--- src/rtl/flow_zigzag_if.sv ---
// flow_zigzag_if: coefficient stream bundle, raster beats in and zigzag beats out.
// The slave side is the reorder block; the master side is its environment.
interface flow_zigzag_if #(
    parameter int N = 2
) ();
    logic                 in_valid;
    logic [N-1:0][15:0]   in_data;
    logic                 in_sob;
    logic                 in_eob;
    logic                 in_sof;
    logic                 out_valid;
    logic [N-1:0][15:0]   out_data;
    logic                 out_sob;
    logic                 out_eob;
    logic                 out_sof;
    logic                 out_err;

    modport slave (
        input  in_valid, in_data, in_sob, in_eob, in_sof,
        output out_valid, out_data, out_sob, out_eob, out_sof, out_err
    );

    modport master (
        output in_valid, in_data, in_sob, in_eob, in_sof,
        input  out_valid, out_data, out_sob, out_eob, out_sof, out_err
    );
endinterface

--- src/rtl/flow_zigzag.sv ---
// flow_zigzag: raster-to-zigzag reorder of 8x8 coefficient blocks using
// ping-pong register banks, a framing checker and a two-state read FSM.
module flow_zigzag #(
    parameter int N = 2
) (
    input  logic         clk,
    input  logic         rst_n,
    input  logic         en,
    flow_zigzag_if.slave io
);
    localparam int B  = 64 / N;
    localparam int CW = (B > 1) ? $clog2(B) : 1;
    localparam logic [CW-1:0] LAST = CW'(B - 1);

    localparam logic [5:0] ZZ [64] = '{
        6'd0,  6'd1,  6'd8,  6'd16, 6'd9,  6'd2,  6'd3,  6'd10,
        6'd17, 6'd24, 6'd32, 6'd25, 6'd18, 6'd11, 6'd4,  6'd5,
        6'd12, 6'd19, 6'd26, 6'd33, 6'd40, 6'd48, 6'd41, 6'd34,
        6'd27, 6'd20, 6'd13, 6'd6,  6'd7,  6'd14, 6'd21, 6'd28,
        6'd35, 6'd42, 6'd49, 6'd56, 6'd57, 6'd50, 6'd43, 6'd36,
        6'd29, 6'd22, 6'd15, 6'd23, 6'd30, 6'd37, 6'd44, 6'd51,
        6'd58, 6'd59, 6'd52, 6'd45, 6'd38, 6'd31, 6'd39, 6'd46,
        6'd53, 6'd60, 6'd61, 6'd54, 6'd47, 6'd55, 6'd62, 6'd63
    };

    typedef enum logic {IDLE, RUN} state_e;

    logic [15:0]        bank_q [2][64];
    logic [15:0]        bank_d [2][64];
    logic [CW-1:0]      wcnt_q, wcnt_d, wc;
    logic               wbank_q, wbank_d;
    logic               wsof_q, wsof_d;
    logic               pend_q, pend_d;
    logic               pend_bank_q, pend_bank_d;
    logic               pend_sof_q, pend_sof_d;
    logic               err_q, err_d;
    state_e             state_q, state_d;
    logic [CW-1:0]      rcnt_q, rcnt_d;
    logic               rbank_q, rbank_d;
    logic               rsof_q, rsof_d;
    logic               ov_q, ov_d;
    logic               osob_q, osob_d;
    logic               oeob_q, oeob_d;
    logic               osof_q, osof_d;
    logic [N-1:0][15:0] odata_q, odata_d;
    logic               acc, post, take, ovf, blk_sof;

    // Write side: framing checks and bank fill
    always_comb begin
        acc     = io.in_valid & en;
        wc      = io.in_sob ? '0 : wcnt_q;
        post    = acc && (wc == LAST);
        blk_sof = (wc == '0) ? io.in_sof : wsof_q;
        wcnt_d  = wcnt_q;
        wbank_d = wbank_q;
        wsof_d  = wsof_q;
        bank_d  = bank_q;
        if (acc) begin
            if (wc == '0) wsof_d = io.in_sof;
            for (int i = 0; i < N; i++) begin
                bank_d[wbank_q][6'(N * int'(wc) + i)] = io.in_data[i];
            end
            wcnt_d = post ? '0 : wc + 1'b1;
            if (post) wbank_d = ~wbank_q;
        end
    end

    // Read side: FSM, pending hand-off and registered output beat
    always_comb begin
        take    = 1'b0;
        state_d = state_q;
        rcnt_d  = rcnt_q;
        rbank_d = rbank_q;
        rsof_d  = rsof_q;
        ov_d    = ov_q;
        osob_d  = osob_q;
        oeob_d  = oeob_q;
        osof_d  = osof_q;
        odata_d = odata_q;
        if (en) begin
            ov_d   = 1'b0;
            osob_d = 1'b0;
            oeob_d = 1'b0;
            osof_d = 1'b0;
            unique case (state_q)
                IDLE: begin
                    if (pend_q) begin
                        take    = 1'b1;
                        state_d = RUN;
                        rcnt_d  = '0;
                    end
                end
                RUN: begin
                    ov_d   = 1'b1;
                    osob_d = (rcnt_q == '0);
                    oeob_d = (rcnt_q == LAST);
                    osof_d = (rcnt_q == '0) && rsof_q;
                    for (int i = 0; i < N; i++) begin
                        odata_d[i] =
                            bank_q[rbank_q][ZZ[6'(N * int'(rcnt_q) + i)]];
                    end
                    rcnt_d = rcnt_q + 1'b1;
                    if (rcnt_q == LAST) begin
                        rcnt_d = '0;
                        if (pend_q) take = 1'b1;
                        else state_d = IDLE;
                    end
                end
                default: state_d = IDLE;
            endcase
            if (take) begin
                rbank_d = pend_bank_q;
                rsof_d  = pend_sof_q;
            end
        end
    end

    always_comb begin
        ovf         = post & pend_q & ~take;
        pend_d      = pend_q & ~take;
        pend_bank_d = pend_bank_q;
        pend_sof_d  = pend_sof_q;
        if (post) begin
            pend_d      = 1'b1;
            pend_bank_d = wbank_q;
            pend_sof_d  = blk_sof;
        end
        err_d = err_q | ovf;
        if (acc && io.in_sob && wcnt_q != '0) err_d = 1'b1;
        if (acc && (io.in_eob != (wc == LAST))) err_d = 1'b1;
    end

    always_ff @(posedge clk) begin
        bank_q <= bank_d;
    end

    always_ff @(posedge clk or negedge rst_n) begin
        if (!rst_n) begin
            wcnt_q      <= '0;
            wbank_q     <= 1'b0;
            wsof_q      <= 1'b0;
            pend_q      <= 1'b0;
            pend_bank_q <= 1'b0;
            pend_sof_q  <= 1'b0;
            err_q       <= 1'b0;
            state_q     <= IDLE;
            rcnt_q      <= '0;
            rbank_q     <= 1'b0;
            rsof_q      <= 1'b0;
            ov_q        <= 1'b0;
            osob_q      <= 1'b0;
            oeob_q      <= 1'b0;
            osof_q      <= 1'b0;
            odata_q     <= '0;
        end else begin
            wcnt_q      <= wcnt_d;
            wbank_q     <= wbank_d;
            wsof_q      <= wsof_d;
            pend_q      <= pend_d;
            pend_bank_q <= pend_bank_d;
            pend_sof_q  <= pend_sof_d;
            err_q       <= err_d;
            state_q     <= state_d;
            rcnt_q      <= rcnt_d;
            rbank_q     <= rbank_d;
            rsof_q      <= rsof_d;
            ov_q        <= ov_d;
            osob_q      <= osob_d;
            oeob_q      <= oeob_d;
            osof_q      <= osof_d;
            odata_q     <= odata_d;
        end
    end

    // A stall freezes the registered beat; en gates its visibility
    assign io.out_valid = ov_q & en;
    assign io.out_sob   = osob_q & en;
    assign io.out_eob   = oeob_q & en;
    assign io.out_sof   = osof_q & en;
    assign io.out_data  = odata_q;
    assign io.out_err   = err_q;

    ovf_a: assert property (@(posedge clk) disable iff (!rst_n) !ovf);
endmodule

--- src/flat_wrapper.sv ---
// flat-port wrapper written by rule: the top's interface ports become plain ports
module flow_zigzag_flat 
#(
    parameter int N = 2
)
  (clk, rst_n, en, io_in_valid, io_in_data, io_in_sob, io_in_eob, io_in_sof, io_out_valid, io_out_data, io_out_sob, io_out_eob, io_out_sof, io_out_err);
  flow_zigzag_if #(.N(N)) io_i ();
  input  logic clk;
  input  logic rst_n;
  input  logic en;
  input wire logic [$bits(io_i.in_valid)-1:0] io_in_valid;
  input wire logic [$bits(io_i.in_data)-1:0] io_in_data;
  input wire logic [$bits(io_i.in_sob)-1:0] io_in_sob;
  input wire logic [$bits(io_i.in_eob)-1:0] io_in_eob;
  input wire logic [$bits(io_i.in_sof)-1:0] io_in_sof;
  output wire logic [$bits(io_i.out_valid)-1:0] io_out_valid;
  output wire logic [$bits(io_i.out_data)-1:0] io_out_data;
  output wire logic [$bits(io_i.out_sob)-1:0] io_out_sob;
  output wire logic [$bits(io_i.out_eob)-1:0] io_out_eob;
  output wire logic [$bits(io_i.out_sof)-1:0] io_out_sof;
  output wire logic [$bits(io_i.out_err)-1:0] io_out_err;
  assign io_i.in_valid = io_in_valid;
  assign io_i.in_data = io_in_data;
  assign io_i.in_sob = io_in_sob;
  assign io_i.in_eob = io_in_eob;
  assign io_i.in_sof = io_in_sof;
  assign io_out_valid = io_i.out_valid;
  assign io_out_data = io_i.out_data;
  assign io_out_sob = io_i.out_sob;
  assign io_out_eob = io_i.out_eob;
  assign io_out_sof = io_i.out_sof;
  assign io_out_err = io_i.out_err;
  flow_zigzag #(.N(N)) u_core (.clk(clk), .rst_n(rst_n), .en(en), .io(io_i));
endmodule
--- config.mk ---
export PLATFORM = sky130hd
export DESIGN_NAME = flow_zigzag_flat
export DESIGN_NICKNAME = d
export VERILOG_FILES = /design/src/rtl/flow_zigzag_if.sv /design/src/rtl/flow_zigzag.sv /design/src/flat_wrapper.sv
export SDC_FILE = /design/constraint.sdc
export NUM_CORES = 2
export LEC_CHECK = 0
export BUFFER_PORTS_ARGS = -buffer_cell sky130_fd_sc_hd__buf_2
export CAP_MARGIN = 40
export CELL_PAD_IN_SITES_DETAIL_PLACEMENT = 0
export CELL_PAD_IN_SITES_GLOBAL_PLACEMENT = 1
export CORE_MARGIN = 2
export CORE_UTILIZATION = 54
export DETAILED_ROUTE_END_ITERATION = 10
export PLACE_DENSITY = 0.79
export RECOVER_POWER = 100
export SLEW_MARGIN = 20
export SYNTH_ARGS = -nofsm -noshare
export SYNTH_HDL_FRONTEND = slang
export SYNTH_SLANG_ARGS = --single-unit
--- constraint.sdc ---
create_clock -name clk -period 6.7 [get_ports clk]
set_input_delay 1.34 -clock clk [delete_from_list [all_inputs] [get_ports clk]]
set_output_delay 1.34 -clock clk [all_outputs]
set_load 0.01 [all_outputs]
==> results.toml <==
[clock_tree]
numCtsBuffers = 222
postCtsSetupBuffers = 0
insertion_delay_ps = 880
cts.hold.buffers_added = 0
cts.reportedPaths.clkPinSlew_ps = 60
cts_tree = "done"
htreeDepth = 4
cts_max_path_buffers = 3
cts_sinks = 2103
cts_resized = 0
cts-root-buf = "clkbuf_16"

[global_routing]
grt_usage = 0.3624
antenna_found_initial = 31
grt_max_degree = 151
grt_pass1_vias = 71750
grt.overflow.total = 0
grt_pass1_wl_um = 499400

[timing]
period_minus_slack_ps = 6127
drv_slew = 1869
relSlewSlack = -1.434
setup_tns_ps = 0
finalHoldViolCount = 0
rsz0062_at_grt = "no"
setup_viol = 0
finClkSkew_ps = 28.44
max_freq_mhz = 163.2
worst_pin_slew_ps = 3651
period_share = 0.9144

[finish]
final_core_util = 0.6329
final_layout_size_suffix_gt1_frac = 0.1343
register_area_um2 = 62880
multi_input_area_um2 = 42620
syn2layout_area_growth_pct = 16.35
nFillCells = 14540
fin_area_um2 = 119000
finalNetCount = 9092
final_common_cell = "edfxtp_1"
fin_cells = 11730
final_cell_mix = "edfxtp_1 (2048), conb_1 (1536), nand2_1 (1315), mux4_2 (546), nand3_1 (290)"

[worst_setup_path]
worst_setup_path_end_kind = "flip-flop"
cp_common_cell = "clkbuf_1"
critPathBufInv = 3
crit_family = "buffers and inverters"
crit_path_top_delay_cell = "clkbuf_1"
worstSetupPathType = "in -> reg"
arrival_ps = 6570
worstPathCellList = "clkbuf_1 > clkbuf_1 > nand2_1 > nor3_1 > clkbuf_1"
slowest_delay_ps = 1870
path_max_fanout = 26
cp_data_required_time_ps = 7140
crit_path_start_kind = "input port"

[synthesis]
synth-seq-area-share = 0.6148
yosysTopAreaCell = "edfxtp_1"
ys_top_cells_by_area = "edfxtp_1 (60%), mux4_2 (12%), nand2_1 (4.9%)"
ys_types = 77
async_reset_ff_frac = 0.02615
yosysWarningCount = 0
synthFlopType = "edfxtp_1"
synth-edff-count = 2048
ys_ff_latch = 2103
synthCells = 7542
netlist_area_um2 = 102300
synth_top_area_share = 0.6014
syn-mean-instance-area_um2 = 13.56

[placement]
io_buffers = 75
dp_cells = 11300
postPlaceCellArea_um2 = 112200
place_congestion = 0.9191
place_hpwl_um = 218300

[pwr]
p_per_area_nw_per_um2 = 242.7
vdd_drop_max_v = 0.0002514
leakage_nw = 43.81

[worst_hold_path]
worstHoldPathType = "reg -> reg"

[die]
rows = 159
die_h_um = 439.2
die_w_um = 439.2
die-area_um2 = 192900
start_util = 0.5440
io_pins = 76
fp.coreArea_um2 = 188000

[drt]
drt_pass1_iterations = 11
route.vias.total = 74230
drc_errors = 2
routed_wl_um = 350100
wl_per_cell_um = 29.84
drt_iter0_drc = 11460
antenna_left = 0
via_per_inst = 6.326

[run_status]
outcome = "finished, violations left"
violations = "DRC, capacitance limit, slew limit"

[job]
maxCapViolCount = 56
-- cell type report --
| cell class | instances | area share |
|---|---|---|
| clock inverters | 135 | 0.01092 |
| clock buffers | 278 | 0.04993 |
| diodes | 13 | 0.0002734 |
| well taps | 2495 | 0.02624 |
| flip-flops and latches | 2103 | 0.5285 |
| multi-input cells | 6310 | 0.3582 |
| repair buffers | 382 | 0.02535 |
| inverters | 18 | 0.0005889 |
-- per-layer routing --
layer	up-vias	wire length, µm	global-route usage
li1	30850	-	-
met1	37330	131400	0.5072
met2	5099	154600	0.5401
met3	932	43780	0.08091
met4	20	20150	0.1770
met5	-	123	0
-- power by group --
part           total [mW]  switching (mW)  internal [mW]  leakage, nW
clock network        12.4            5.29           7.10         3.56
logic                1.15           0.732          0.421         19.7
registers            15.3           0.273           15.1         20.6
total                28.9            6.29           22.6         43.8
-- synth_stat cells, types with 18 or more instances --
library cell,instances
a2111oi_0,51
a211oi_1,204
a21oi_1,192
a22oi_1,18
a31oi_1,189
a32o_1,18
and2_1,518
and3_1,166
buf_1,39
buf_2,171
buf_4,49
clkbuf_1,383
dfrtp_1,55
edfxtp_1,2048
mux2i_1,277
mux4_2,546
nand2_1,1323
nand2b_1,31
nand3_1,297
nor2_1,141
nor3_1,70
nor4_1,74
o2111ai_1,44
o21ai_0,189
o22a_1,18
o22ai_1,129
o31ai_1,20
-- stage by stage --
stage               setup slack (ps)  power, mW  hold slack, ps
detailed placement              1252      16.72           474.3
global route                   437.9      29.61           498.3
CTS                             1260      28.92           487.3
finish                         573.3      28.88           480.0
floorplan                       1419      16.20           444.4
global placement                1025      16.65           449.0
-- path summary, 6_finish.rpt --
path                            cells past startpoint  slack (ps)         startpoint                      to
min in group asynchronous                           1        1470              rst_n           u_core.wsof_q
worst max register to register                     12         640   u_core.rcnt_q[1]  u_core.io.out_data[13]
max in group asynchronous                           2        2640              rst_n          u_core.rbank_q
worst min register to register                      1         480  u_core.io.out_err       u_core.io.out_err
worst max-delay path                                5         570                 en     u_core.bank_q[1715]
worst min-delay path                                1         480  u_core.io.out_err       u_core.io.out_err
-- cell families (layout without fill, tap and decap cells) --
| logic type | count (synthesis) | count (layout) | share of synthesized area |
|---|---|---|---|
| and+or+nand+nor | 2703 | 2703 | 0.1259 |
| muxes | 826 | 826 | 0.1477 |
| DFF | 2103 | 2103 | 0.6148 |
| xor gates and xnor gates | 2 | 2 | 0.0001713 |
| AOI/OAI and AO/OA | 1227 | 1227 | 0.08090 |
| other | 1 | 1549 | 0.00003667 |
| buffers and inverters | 664 | 813 | 0.02850 |
| adders and majority gates | 16 | 16 | 0.001958 |
-- registers in the layout, indices dropped and copies added (netlist names) --
name                count
u_core.osob_q           1
u_core.ov_q             1
u_core.bank_q        2048
u_core.osof_q           1
u_core.io.out_err       1
u_core.pend_bank_q      1
u_core.wbank_q          1
u_core.rsof_q           1
u_core.pend_sof_q       1
u_core.state_q          1
u_core.oeob_q           1
u_core.io.out_data     32
u_core.pend_q           1
u_core.rcnt_q           5
u_core.wsof_q           1
u_core.wcnt_q           5
u_core.rbank_q          1
Note: power is estimated with default switching activity, not from simulation.
